$ cat src/rtl/payload_engine_sched.sv
// Purpose: per-packet sequencer for a bank of regex match engines. It gates byte intake, clears, enables and flushes the engines, then reports the IDs of matching engines.
// Latency: DRAIN_CYC flush cycles after the last byte, one snapshot cycle, then the first record. Records follow at one per 2 cycles at best.
// Backpressure: s_ready is low outside IDLE/SCAN. Records hold stable while m_valid=1 and m_ready=0, and the engines stay frozen during that stall.
module payload_engine_sched #(
    parameter int NUM_ENG   = 16,
    parameter int ID_W      = 4,
    parameter int DRAIN_CYC = 2,
    parameter int PKT_W     = 16
) (
    input  logic               clk,
    input  logic               rst,
    input  logic               s_valid,
    input  logic               s_last,
    output logic               s_ready,
    output logic               eng_sod,
    output logic               eng_en,
    output logic               eng_flush,
    input  logic [NUM_ENG-1:0] eng_match,
    output logic               m_valid,
    input  logic               m_ready,
    output logic [ID_W-1:0]    m_id,
    output logic               m_none,
    output logic               m_last,
    output logic [PKT_W-1:0]   m_pkt,
    output logic               busy
);

    localparam logic [2:0] ST_CLEAR  = 3'd0;
    localparam logic [2:0] ST_IDLE   = 3'd1;
    localparam logic [2:0] ST_SCAN   = 3'd2;
    localparam logic [2:0] ST_DRAIN  = 3'd3;
    localparam logic [2:0] ST_REPORT = 3'd4;

    localparam int              CNT_W      = (DRAIN_CYC > 1) ? $clog2(DRAIN_CYC) : 1;
    localparam logic [CNT_W-1:0] DRAIN_LOAD = CNT_W'(DRAIN_CYC - 1);

    logic [2:0]         state;
    logic [CNT_W-1:0]   drain_cnt;
    logic [PKT_W-1:0]   pkt_cnt;
    logic [NUM_ENG-1:0] snap;
    logic [NUM_ENG-1:0] snap_minus1;
    logic [ID_W-1:0]    low_id;
    logic               snap_zero;
    logic               one_left;
    logic               accept;

    // The engines advance only on accepted bytes while scanning. During the flush they run freely to push the last byte through their state registers.
    assign s_ready   = (state == ST_IDLE) || (state == ST_SCAN);
    assign eng_sod   = (state == ST_CLEAR);
    assign eng_flush = (state == ST_DRAIN);
    assign eng_en    = s_ready ? s_valid : (state == ST_DRAIN);
    assign busy      = (state != ST_IDLE);
    assign accept    = s_valid & s_ready;

    // Clearing the lowest set bit of the snapshot retires the engine that was just reported.
    assign snap_minus1 = snap - NUM_ENG'(1);
    assign snap_zero   = (snap == '0);
    assign one_left    = !snap_zero && ((snap & snap_minus1) == '0);

    // Priority encoder: finds the lowest-numbered engine still pending in the snapshot.
    always_comb begin
        low_id = '0;
        for (int i = NUM_ENG - 1; i >= 0; i--) begin
            if (snap[i]) begin
                low_id = ID_W'(i);
            end
        end
    end

    // Packet sequencer: handles scan, flush, snapshot and the serialised report of matching engines.
    always_ff @(posedge clk) begin
        if (rst) begin
            state     <= ST_CLEAR;
            drain_cnt <= '0;
            pkt_cnt   <= '0;
            snap      <= '0;
            m_valid   <= 1'b0;
            m_id      <= '0;
            m_none    <= 1'b0;
            m_last    <= 1'b0;
            m_pkt     <= '0;
        end else begin
            case (state)
                ST_CLEAR: begin
                    state <= ST_IDLE;
                end
                ST_IDLE, ST_SCAN: begin
                    if (accept) begin
                        if (s_last) begin
                            state     <= ST_DRAIN;
                            drain_cnt <= DRAIN_LOAD;
                            m_pkt     <= pkt_cnt;
                            pkt_cnt   <= pkt_cnt + PKT_W'(1);
                        end else begin
                            state <= ST_SCAN;
                        end
                    end
                end
                ST_DRAIN: begin
                    if (drain_cnt == '0) begin
                        snap  <= eng_match;
                        state <= ST_REPORT;
                    end else begin
                        drain_cnt <= drain_cnt - CNT_W'(1);
                    end
                end
                ST_REPORT: begin
                    if (!m_valid) begin
                        // Present the next record. An empty snapshot yields a single "no match" record.
                        m_valid <= 1'b1;
                        m_none  <= snap_zero;
                        m_id    <= snap_zero ? '0 : low_id;
                        m_last  <= snap_zero || one_left;
                    end else if (m_ready) begin
                        m_valid <= 1'b0;
                        snap    <= snap & snap_minus1;
                        if (m_last) begin
                            state <= ST_CLEAR;
                        end
                    end
                end
                default: begin
                    state <= ST_CLEAR;
                end
            endcase
        end
    end

endmodule

$ cat config.mk
export PLATFORM = sky130hd
export DESIGN_NAME = payload_engine_sched
export DESIGN_NICKNAME = d
export VERILOG_FILES = /design/src/rtl/payload_engine_sched.sv
export SDC_FILE = /design/constraint.sdc
export NUM_CORES = 1
export LEC_CHECK = 0
export ABC_CLOCK_PERIOD_IN_PS = 3300
export BUFFER_PORTS_ARGS = -buffer_cell sky130_fd_sc_hd__buf_4
export CORE_ASPECT_RATIO = 0.9
export CORE_MARGIN = 2
export CORE_UTILIZATION = 60
export DETAILED_ROUTE_END_ITERATION = 8
export GPL_ROUTABILITY_DRIVEN = 0
export PLACE_DENSITY = 0.85
export SLEW_MARGIN = 10
export SYNTH_ARGS = -nofsm -noshare
export SYNTH_HDL_FRONTEND = slang
export SYNTH_SLANG_ARGS = --single-unit
$ cat constraint.sdc
create_clock -name clk -period 3.3 [get_ports clk]
set_clock_uncertainty 0.1 [all_clocks]
set_input_delay 0.66 -clock clk [delete_from_list [all_inputs] [get_ports clk]]
set_output_delay 0.66 -clock clk [all_outputs]
set_load 0.03 [all_outputs]
-- After elaboration in Yosys (flattened, before gate mapping)
Cells that the tools add are included.
- word-level logic and storage cells: 76
- input port bits: 21
- register bits: 59
- $add $sub $neg: 3
- muxes and demuxes: 35
- reductions and logical operators: 15
- bitwise gates (word level): 3
- equality and inequality tests: 11
- operators with widths (cell ; count):
    $mux 4 ; 17
    $mux 16 ; 3
    $logic_not 16->1 ; 2
    $pmux 16 s2 ; 1
    $add 16x1->16 const B ; 1
    $and 16x16->16 ; 1
    $sub 16x1->16 const B ; 1
    $mux 3 ; 5
    $ne 2x2->1 const B ; 6
    $pmux 3 s4 ; 1
    $mux 1 ; 7
    $eq 3x2->1 const B ; 2
    $reduce_and 3->1 ; 2
    $reduce_and 5->1 ; 1
    $reduce_and 4->1 ; 1
    $reduce_bool 2->1 ; 2
    $eq 3x1->1 const B ; 1
    $eq 3x3->1 const B ; 1
    $logic_not 3->1 ; 1
    $ne 3x1->1 const B ; 1
    $logic_or 1x1->1 ; 2
    $pmux 1 s2 ; 1
    $reduce_and 2->1 ; 1
    $reduce_or 2->1 ; 1
    5 further kinds ; 5

-- Depth between registers and ports, before layout
- depth after elaboration: 17
- depth in mapped cells: 8

-- Worst setup path before layout
No wires, ideal clock.
- path kind: reg-to-output
- start: reg state[1]
- end: out eng_en
- cell stages (with the launch flop): 4
- buffers on the path: 1
- arrival: 1.264 ns
- setup slack: 1.276 ns
- path through: dfxtp_1 > clkbuf_1 > o21ai_0 > a21oi_1
- cells in the longest elaborated chain, start to end: 3
- elaborated cells on any way between the ends: 5
- classes of those cells: eq/ne: 3; mux: 1; reduce/logical: 1
- RTL lines (item ; line ; source):
    start, declared ; 37 ; logic [2:0] state;
    start signal, assigned ; 73 ; state <= ST_CLEAR;
    start signal, assigned ; 85 ; state <= ST_IDLE;
    start signal, assigned ; 90 ; state <= ST_DRAIN;
    $eq 3x1->1 or $eq 3x2->1 (tied branches) ; 48 ; assign s_ready = (state == ST_IDLE) || (state == ST_SCAN);
    $logic_or 1x1->1 ; 48 ;
    $mux 1 (*) ; 51 ; assign eng_en = s_ready ? s_valid : (state == ST_DRAIN);
    end, declared ; 16 ; output logic eng_en,
Every way passes the cells marked *; elsewhere a longest branch is shown, timed or not.

-- Final worst setup path
- start: reg state[2]
- end: reg snap[2]
- cells in the longest elaborated chain, start to end: 3
- elaborated cells on any way between the ends: 8
- classes of those cells: eq/ne: 5; mux: 1; reduce/logical: 2
- RTL lines (item ; line ; source):
    $eq 3x3->1 or $eq 3x2->1 (tied branches) ; 83 ; case (state)
    $ne 2x2->1 (no source line) or $reduce_bool 2->1 (tied branches) ; -- ;
    $reduce_and 4->1 (no source line) ; -- ;
    end signal, assigned ; 101 ; snap <= eng_match;
    end signal, assigned ; 116 ; snap <= snap & snap_minus1;
    end, declared ; 40 ; logic [NUM_ENG-1:0] snap;
Several ways; a longest one is shown, not always the timed one.
A chain may end at the register's enable or synchronous reset.

==> metrics.txt <==
# TYPE chip_impl_metric gauge
chip_impl_metric{name="final.setup.worst_slack",unit="ns"} 0.658
chip_impl_metric{name="regArea",unit="mm^2"} 0.00118
chip_impl_metric{name="post_drt_wl_per_cell",unit="um"} 14.7
chip_impl_metric{name="drt_first_pass_iters",unit=""} 5
chip_impl_info{name="hp-start",value="m_pkt[10]$_SDFFE_PP0P_"} 1
chip_impl_info{name="synth_top_area_cells",value="dfxtp_1 42%, nand2_1 7.6%, a21oi_1 6.7%"} 1
chip_impl_metric{name="grt_pass1_vias",unit=""} 2447
chip_impl_metric{name="final.period_utilization",unit="%"} 80.1
chip_impl_metric{name="dpl.cell_count",unit=""} 450
chip_impl_metric{name="globalRouteTotalUtil",unit="%"} 27.3
chip_impl_info{name="reg2reg_from",value="state[2]$_SDFFE_PP0P_"} 1
chip_impl_metric{name="die_area",unit="mm^2"} 0.00529
chip_impl_metric{name="detailedPlace.worstSlack",unit="ns"} 0.673
chip_impl_metric{name="yosys_warnings",unit=""} 0
chip_impl_metric{name="post_dp_cell_area",unit="mm^2"} 0.00317
chip_impl_info{name="synth.largest_area_cell",value="dfxtp_1"} 1
chip_impl_metric{name="smallest_hold_slack",unit="ns"} 0.354
chip_impl_metric{name="crit_path_max_fanout",unit=""} 16
chip_impl_metric{name="antenna_violating_nets_post_route",unit=""} 0
chip_impl_metric{name="timing.fmax",unit="GHz"} 0.379
chip_impl_metric{name="die_width",unit="um"} 76.4
chip_impl_metric{name="final.fill_count",unit=""} 358
chip_impl_metric{name="io_pins",unit=""} 49
chip_impl_metric{name="drtIter0Drc",unit=""} 300
chip_impl_metric{name="synth-async-reset-ratio",unit="%"} 0
chip_impl_metric{name="total_power_consumption_of_the_routed_design",unit="mW"} 2.12
chip_impl_metric{name="cp.required",unit="ns"} 3.40
chip_impl_metric{name="pin_count_of_the_biggest_net_entering_global_routing",unit=""} 64
chip_impl_info{name="synth_ff_type",value="dfxtp_1"} 1
chip_impl_metric{name="post-route-cell-area",unit="mm^2"} 0.00336
chip_impl_metric{name="vias_per_cell",unit=""} 5.98
chip_impl_info{name="cts_tree",value="yes"} 1
chip_impl_metric{name="multiInputGateArea",unit="mm^2"} 0.00152
chip_impl_info{name="worst_path_max_delay_cell",value="o21bai_1"} 1
chip_impl_metric{name="yosysTopAreaCellShare",unit="%"} 41.7
chip_impl_info{name="layout.cells.most_common_list",value="59 x dfxtp_1, 57 x nand2_1, 50 x buf_4, 47 x nor2_1, 38 x a21oi_1"} 1
chip_impl_metric{name="r2r.worst_path.cells",unit=""} 5
chip_impl_metric{name="final-instance-count-excl-fill",unit=""} 466
chip_impl_metric{name="post_cts_resize_count",unit=""} 0
chip_impl_metric{name="finalSetupViolations",unit=""} 0
chip_impl_metric{name="start_util",unit="%"} 63.1
chip_impl_info{name="setup_repair_after_global_routing_missed_its_margin",value="false"} 1
chip_impl_metric{name="die_h",unit="um"} 69.2
chip_impl_info{name="worst_hold_path_type",value="reg -> reg"} 1
chip_impl_metric{name="synthToLayoutAreaGrowth",unit="%"} 18.6
chip_impl_metric{name="maxCapViolCount",unit=""} 0
chip_impl_metric{name="timing.reg2reg.setup_slack",unit="ns"} 0.66
chip_impl_metric{name="timing.setup.tns",unit="ns"} 0
chip_impl_info{name="r2r-end",value="snap[2]$_SDFFE_PP0P_"} 1
chip_impl_metric{name="htreeDepth",unit=""} 3
chip_impl_metric{name="syn_area",unit="mm^2"} 0.00283
chip_impl_info{name="startpoint_type",value="register"} 1
chip_impl_metric{name="fin_crit",unit="ns"} 2.64
chip_impl_metric{name="powerDensity",unit="mW/mm^2"} 632
chip_impl_metric{name="crit_arrival",unit="ns"} 2.74
chip_impl_metric{name="clock_sinks",unit=""} 59
chip_impl_info{name="worstHoldEndpoint",value="m_pkt[10]$_SDFFE_PP0P_"} 1
chip_impl_info{name="path_class",value="reg -> reg"} 1
chip_impl_metric{name="timing.max_slew.rel_slack",unit="%"} 45.7
chip_impl_metric{name="cts_made_buffers",unit=""} 9
chip_impl_metric{name="grt_first_pass_wirelength",unit="mm"} 11.6
chip_impl_metric{name="critPathBufInv",unit=""} 0
chip_impl_metric{name="wl",unit="mm"} 6.85
chip_impl_metric{name="mappedNetlistNets",unit=""} 386
chip_impl_metric{name="layout.core_utilization",unit="%"} 74.9
chip_impl_metric{name="drive_gt1_share",unit="%"} 18.3
chip_impl_metric{name="drc",unit=""} 0
chip_impl_metric{name="post_cts.repair.setup_buffers",unit=""} 0
chip_impl_info{name="clock-root-buffer",value="clkbuf_8"} 1
chip_impl_metric{name="core_region",unit="mm^2"} 0.00449
chip_impl_info{name="status",value="completed"} 1
chip_impl_metric{name="final_hold_viol_count",unit=""} 0
chip_impl_metric{name="cts-hold-fix-buffers",unit=""} 0
chip_impl_metric{name="synthesis.area_per_instance",unit="um^2"} 7.78
chip_impl_metric{name="antenna_found_initial",unit=""} 0
chip_impl_info{name="critPathCaptureType",value="register"} 1
chip_impl_metric{name="clk_latency",unit="ns"} 0.34
chip_impl_metric{name="number_of_antenna_repair_diodes",unit=""} 0
chip_impl_info{name="path_cells",value="or3b_2, o21bai_1, o21ai_0, a22oi_1, nor2_1"} 1
chip_impl_metric{name="dp_hpwl",unit="mm"} 4.51
chip_impl_info{name="cpLargestDelayFamily",value="compound AO/OA/AOI/OAI gates"} 1
chip_impl_metric{name="cts.reportedPaths.clkPinSlew",unit="ns"} 0.06
chip_impl_metric{name="route.vias.total",unit=""} 2788
chip_impl_metric{name="slew_violations",unit=""} 0
chip_impl_metric{name="peakVddDrop",unit="mV"} 0.457
chip_impl_metric{name="synthCells",unit=""} 364
chip_impl_metric{name="core.rowCount",unit=""} 23
chip_impl_metric{name="timing.critical_path.slowest_cell_delay",unit="ns"} 0.72
chip_impl_metric{name="synth_enable_flop_cells",unit=""} 0
chip_impl_metric{name="seq_area_frac_synth",unit="%"} 41.7
chip_impl_metric{name="clock_tree.buffer_depth",unit=""} 2
chip_impl_metric{name="yosysUniqueCellTypes",unit=""} 49
chip_impl_metric{name="worstMarginPinSlew",unit="ns"} 0.813
chip_impl_metric{name="grt.overflow.total",unit=""} 0
chip_impl_metric{name="design.final.nets",unit=""} 421
chip_impl_metric{name="p_leak",unit="nW"} 1.24
chip_impl_info{name="layout.cells.most_common",value="dfxtp_1"} 1
chip_impl_metric{name="synth_seq_cells",unit=""} 59
chip_impl_metric{name="timing.hold.worst_path_depth",unit=""} 2
chip_impl_metric{name="portbufs",unit=""} 48
[layout make-up]
type | instances | area share, %
Multi-Input combinational cell | 276 | 45.3
Clock buffer | 15 | 5.55
Tap cell | 62 | 2.31
Sequential cell | 59 | 35.1
Inverter | 3 | 0.335
Timing Repair Buffer | 50 | 11.2
Clock inverter | 1 | 0.149
[synth_stat cells (5+ instances only)]
library cell	instances
nand3_1	10
nor4_1	6
o21ai_0	16
xnor2_1	7
dfxtp_1	59
buf_2	5
a21oi_1	38
nor3_1	14
clkbuf_1	16
a22oi_1	7
xor2_1	9
nand2_1	57
nor2_1	47
[cells by family (layout without fill, tap and decap cells)]
kind of cell	after synthesis	in the layout	synth area share (%)
flip-flops	59	59	41.7
AND/OR/NAND/NOR	172	172	29.2
buffers and inverters	29	69	4.73
adder cells (fa/ha/maj)	1	1	0.442
AO/OA/AOI/OAI	87	87	18.9
XOR/XNOR	16	16	4.95
[per-layer routing]
layer | global-route usage [%] | up-vias | routed length (um)
met4 | 8.08 | 0 | 81
met1 | 37.9 | 1278 | 3060
met3 | 8.46 | 10 | 676
met5 | 0 | - | 0
met2 | 41.1 | 150 | 3030
li1 | - | 1350 | -
[state kept, by name, indices dropped and copies added, names as in the netlist]
name and cells:
m_pkt 16, pkt_cnt 16, snap 16, m_id 4, state 3, drain_cnt 1, m_last 1, m_none 1
m_valid 1
[worst register-to-register path, stage by stage (launching register included)]
cell,delay [ns]
dfxtp_1,0.58
or3b_2,0.67
o21bai_1,0.72
o21ai_0,0.19
a22oi_1,0.19
nor2_1,0.06
[worst max-delay path by stage]
| stage | depth (start not counted) | startpoint | slack (ns) | end |
|---|---|---|---|---|
| final | 5 | state[2]$_SDFFE_PP0P_ | 0.66 | snap[2]$_SDFFE_PP0P_ |
| after detailed placement | 5 | state[2]$_SDFFE_PP0P_ | 0.67 | snap[6]$_SDFFE_PP0P_ |
| after global placement | 5 | state[2]$_SDFFE_PP0P_ | 0.77 | snap[8]$_SDFFE_PP0P_ |
| after global routing | 5 | state[2]$_SDFFE_PP0P_ | 0.37 | snap[3]$_SDFFE_PP0P_ |
| after CTS | 5 | state[2]$_SDFFE_PP0P_ | 0.67 | snap[2]$_SDFFE_PP0P_ |
| after floorplan | 3 | state[1]$_SDFFE_PP0P_ | 1.28 | eng_en |
[where the power goes]
| part | internal, mW | switching, mW | leakage (nW) | total, mW |
|---|---|---|---|---|
| Sequential | 0.759 | 0.0912 | 0.476 | 0.850 |
| Clock | 0.354 | 0.269 | 0.0997 | 0.623 |
| Combinational | 0.251 | 0.399 | 0.669 | 0.650 |
| Total | 1.36 | 0.759 | 1.24 | 2.12 |
(Power assumes the default switching activity.)
